File: src/rtl/serial_subtractor.sv
// Bit-serial WIDTH-bit subtractor: one full-subtractor cell, registered borrow.
// Ports: clk, rst (sync, active-high), in_valid/in_ready + a/b/bin in,
//        out_valid/out_ready + diff/bout out.
module serial_subtractor #(
  parameter int WIDTH = 8
) (
  input  logic             clk,
  input  logic             rst,
  input  logic             in_valid,
  output logic             in_ready,
  input  logic [WIDTH-1:0] a,
  input  logic [WIDTH-1:0] b,
  input  logic             bin,
  output logic             out_valid,
  input  logic             out_ready,
  output logic [WIDTH-1:0] diff,
  output logic             bout
);

  localparam int CW = $clog2(WIDTH) + 1;

  typedef enum logic [1:0] {
    IDLE,
    SHIFT,
    DONE
  } state_t;

  state_t           state;
  logic [WIDTH-1:0] a_sr;
  logic [WIDTH-1:0] b_sr;
  logic [WIDTH-1:0] r_sr;
  logic             borrow;
  logic [CW-1:0]    cnt;

  logic             x;
  logic             y;
  logic             d;
  logic             bo;
  logic [WIDTH:0]   r_cat;
  logic [WIDTH-1:0] r_nxt;
  logic             last;

  always_comb begin
    x     = a_sr[0];
    y     = b_sr[0];
    d     = x ^ y ^ borrow;
    bo    = (~x & y) | (~(x ^ y) & borrow);
    // new bit enters at the MSB; concat keeps WIDTH=1 legal
    r_cat = {d, r_sr};
    r_nxt = r_cat[WIDTH:1];
    last  = (cnt == CW'(WIDTH - 1));
  end

  always_ff @(posedge clk) begin
    if (rst) begin
      state     <= IDLE;
      a_sr      <= '0;
      b_sr      <= '0;
      r_sr      <= '0;
      borrow    <= 1'b0;
      cnt       <= '0;
      diff      <= '0;
      bout      <= 1'b0;
      in_ready  <= 1'b1;
      out_valid <= 1'b0;
    end else begin
      unique case (state)
        IDLE: begin
          if (in_valid) begin
            a_sr     <= a;
            b_sr     <= b;
            borrow   <= bin;
            cnt      <= '0;
            in_ready <= 1'b0;
            state    <= SHIFT;
          end
        end
        SHIFT: begin
          a_sr   <= a_sr >> 1;
          b_sr   <= b_sr >> 1;
          r_sr   <= r_nxt;
          borrow <= bo;
          cnt    <= cnt + CW'(1);
          if (last) begin
            diff      <= r_nxt;
            bout      <= bo;
            out_valid <= 1'b1;
            state     <= DONE;
          end
        end
        DONE: begin
          if (out_ready) begin
            out_valid <= 1'b0;
            in_ready  <= 1'b1;
            state     <= IDLE;
          end
        end
        default: begin
          state     <= IDLE;
          in_ready  <= 1'b1;
          out_valid <= 1'b0;
        end
      endcase
    end
  end

endmodule

File: config.mk
export PLATFORM = sky130hd
export DESIGN_NAME = serial_subtractor
export DESIGN_NICKNAME = d
export VERILOG_FILES = /design/src/rtl/serial_subtractor.sv
export SDC_FILE = /design/constraint.sdc
export NUM_CORES = 1
export LEC_CHECK = 0
export ABC_AREA = 1
export CAP_MARGIN = 20
export CORE_ASPECT_RATIO = 0.75
export CORE_MARGIN = 3
export CORE_UTILIZATION = 47
export CTS_BUF_LIST = sky130_fd_sc_hd__clkbuf_8
export DETAILED_ROUTE_END_ITERATION = 6
export PLACE_DENSITY = 0.7
export SLEW_MARGIN = 10
export SYNTH_ARGS = -nofsm -noshare
export SYNTH_HDL_FRONTEND = slang
export SYNTH_SLANG_ARGS = --single-unit
File: constraint.sdc
create_clock -name clk -period 2.7 [get_ports clk]
set_clock_uncertainty 0.2 [all_clocks]
set_input_delay 0.54 -clock clk [delete_from_list [all_inputs] [get_ports clk]]
set_output_delay 0.54 -clock clk [all_outputs]
set_load 0.1 [all_outputs]
# Word-level counts from Yosys, hierarchy flattened
# Index checks and enable logic that the tools add are counted.
classes:
  addsub: 1
  multipliers: 0
  n_div: 0
  n_lt_le_gt_ge: 0
  eq_ne: 6
  n_shift: 0
  muxes: 18
  bitwise_logic: 9
  reduce_logical: 7
ops:
  columns: ["cell", "count"]
  rows:
  - ["8-bit case mux with 2 select lines", 2]
  - ["8-bit two-way mux", 2]
  - ["3-bit AND reduction", 3]
  - ["4-bit case mux with 2 select lines", 1]
  - ["2-bit two-way mux", 3]
  - ["2-bit != test, second input constant", 3]
  - ["1-bit case mux with 3 select lines", 2]
  - ["2-bit case mux with 3 select lines", 1]
  - ["1-bit two-way mux", 5]
  - ["4-bit by 1-bit adder with 4-bit output, second input constant", 1]
  - ["4-bit by 3-bit equality test with 1-bit output, second input constant", 1]
  - ["4-bit two-way mux", 1]
  - ["1-bit inverter", 4]
  - ["2-bit AND reduction", 2]
  - ["1-bit AND", 2]
  - ["2-bit by 1-bit equality test with 1-bit output, second input constant", 1]
  - ["2-bit equality test, second input constant", 1]
  - ["2-bit logical NOT", 1]
  - ["1-bit case mux with 2 select lines", 1]
  - ["2-bit nonzero test", 1]
  - ["1-bit XOR", 2]
  - ["1-bit bitwise OR", 1]
totals:
  ff_bits: 42
  latch_bits: 0
  mem_bits_rw: 0
  rom_bits: 0
  inputBits: 21
  elab_cells: 51
  n_memories: 0

# Longest topological paths before layout
depth:
  word_depth: 5
  mapped_depth: 7

# Least setup slack after synthesis
# Ideal clock, no wire load.
synth_timing:
  kind: "register to output"
  from: "reg in_ready"
  to: "out in_ready"
  arrival_time_ns: 0.925
  required_ns: 1.960
  slack_ns: 1.035
  stages_incl_launch_ff: 1
  path_cell_list: "dfxtp_1"
synth_rtl:
  columns: ["item", "line", "rtl"]
  rows:
  - ["start: declaration", "10", "output logic in_ready,"]
  - ["start signal: assignment", "64", "in_ready <= 1'b1;"]
  - ["start signal: assignment", "74", "in_ready <= 1'b0;"]
  - ["start signal: assignment", "94", "in_ready <= 1'b1;"]
# No word-level cell between the ends.

==> out/metrics.csv <==
stage;metric;value;unit
run_status;status;complete, no violations;
cells_and_area;regArea;821;sq um
synth;synth.yosys.seq_area_share;45.4;%
route;totalWireLength;3.83;mm
global_routing;grt_max_degree;33;
cells_and_area;diodes;0;
clock_tree;clock_latency;290;ps
power;p_leak;1.01;nW
floorplan;start_util;51.8;%
clock_tree;cts_tree;done;
route;drt_first_iter_violations;109;
clock_tree;cts-buffers-inserted;5;
timing;slew_headroom;62.4;%
critical_path;end_kind;flop;
hold_path;hold_class;flop to flop;
route;vias;1593;
power;vdd_drop_max;306;uV
timing;worst_slew_pin_slew;563;ps
cells_and_area;final_common_cell;nand2_1;
timing;drv_slew;0;
critical_path;cpPeakStageDelay;550;ps
global_routing;antenna_found_initial;0;
critical_path;path_cells;clkdlybuf4s50_1 > inv_1 > buf_4 > o21ai_0 > a21oi_1;
synth;syn_nets;279;
power;cellPowerDensity;571;mW/mm^2
clock_tree;cts_setup_buffers;0;
placement;hpwlAfterDp;2.61;mm
synth;yosysUniqueCellTypes;19;
route;dr.pass1.iters;4;
timing;post-route-min-period;1800;ps
clock_tree;htreeDepth;2;
placement;place_ws;602;ps
route;antenna_left;0;
timing;period_share;66.6;%
floorplan;chipHeight;59.7;um
synth;yosysWarnings;0;
synth;synth_ff_type;dfxtp_1;
synth;synthArstFlopShare;0;%
timing;hold_viol;0;
clock_tree;cts.root.buffer_cell;clkbuf_8;
placement;port_buffers;31;
synth;syn_area_per_cell;7.06;sq um
placement;dp_cells;328;
cells_and_area;drive_gt1_share;10.5;%
critical_path;crit_type;input port to flop;
route;wl_per_cell;11.4;um
global_routing;grt_pass1_wl;6.51;mm
floorplan;die_x;77.6;um
critical_path;cp_max_fo;32;
route;drc;0;
critical_path;cpMaxStageDelayCell;clkdlybuf4s50_1;
floorplan;die-area;0.00463;sq mm
cells_and_area;fill_cells;348;
synth;netlist_instances;256;
route;via_per_inst;4.74;
clock_tree;cts-resized-gates;0;
cells_and_area;multi_input_comb_area;796;sq um
global_routing;grt_pass1_vias;1502;
clock_tree;clk_pin_slew;80;ps
floorplan;placementRows;18;
timing;setup_viol;0;
cells_and_area;fin_cells;336;
timing;fin_ws;903;ps
critical_path;cp-start-kind;input port;
floorplan;ios;32;
floorplan;core;0.00349;sq mm
synth;synth-edff-count;0;
synth;synth-seq-cells;41;
cells_and_area;nets;308;
global_routing;track_usage;17.8;%
clock_tree;cts_sinks;41;
synth;syn_area;0.00181;sq mm
clock_tree;cts_buffer_depth;2;
timing;max_freq;556;MHz
timing;setup_tns;0;ps
critical_path;cp.arrival;1820;ps
flow_run;drv_cap;0;
global_routing;grt_overflow;0;
cells_and_area;layout_common_cells;nand2_1 (56), nand3_1 (48), dfxtp_1 (41);
timing;rsz0062_at_grt;no;
placement;routabilityCongestion;0.762;
timing;hold_slack;252;ps
critical_path;critPathRequiredTime;2720;ps
cells_and_area;areaGrowthSynthToFinish;22.2;%
clock_tree;cts_hold_buffers;0;
==> where the power goes <==
part	internal, mW	switching [mW]	total [mW]
sequential	0.635	0.0164	0.651
combinational	0.0719	0.103	0.175
clock	0.231	0.205	0.436
==> layer usage <==
layer	track usage (%)	wire [um]	vias up
li1	-	-	859
met1	22.9	1940	700
met2	28.9	1630	28
met3	4.97	202	6
met4	6.85	58	0
met5	0	0	-
==> worst max-delay path, delay by kind of cell <==
kind	cells	cell delay (ps)
buf+inv	3	990
compound gates	2	290
==> stage by stage <==
step | cell area (sq um) | util (%) | power [mW]
2_1_floorplan | 1810 | - | 0.786
3_3_place_gp | 2110 | 60.4 | 0.837
3_5_place_dp | 2110 | 60.4 | 0.840
4_1_cts | 2210 | 63.3 | 1.27
5_1_grt | 2210 | 63.3 | 1.32
6_report | 2210 | 63.3 | 1.26
==> path summary, 6_finish.rpt <==
check	start	endpoint	slack, ps	cells after the start
worst max-delay path	rst	r_sr[4]	900	5
worst min-delay path	r_sr[3]	r_sr[3]	250	2
worst max register to register	state[0]	cnt[3]	970	7
worst min register to register	r_sr[3]	r_sr[3]	250	2
==> cells in the mapped netlist, types with 2 or more instances <==
cell,count,share of area (%)
nand2_1,56,12
a21oi_1,13,3.6
nand2_4,2,1.2
nor2_1,36,7.5
o21ai_0,5,1.4
dfxtp_1,41,45
o21ai_1,5,1.4
inv_1,27,5.6
buf_2,6,1.7
nand3b_1,2,0.83
buf_4,6,2.5
nand3_1,48,13
buf_1,2,0.42
inv_2,2,0.42
==> cell type report <==
type | instances | share of cell area, %
inverter | 29 | 4.93
tap | 50 | 2.83
clock buffer | 7 | 4.36
timing repair buffer | 36 | 14.5
multi-input combinational | 172 | 36.0
sequential | 41 | 37.1
clock inverter | 1 | 0.227
==> sequential cells by signal, indices dropped and copies added, names as in the netlist <==
register / count
b_sr: 8
diff: 8
borrow: 1
in_ready: 1
bout: 1
r_sr: 7
cnt: 4
state: 2
a_sr: 8
out_valid: 1
==> logic make-up after synthesis <==
| family | synth area share, % |
|---|---|
| AOI/OAI and AO/OA | 6.78 |
| adders and majority gates | 1.80 |
| buffers and inverters | 10.6 |
| DFF | 45.4 |
| and+or+nand+nor | 35.4 |
Note: power is estimated with default switching activity, not from simulation.
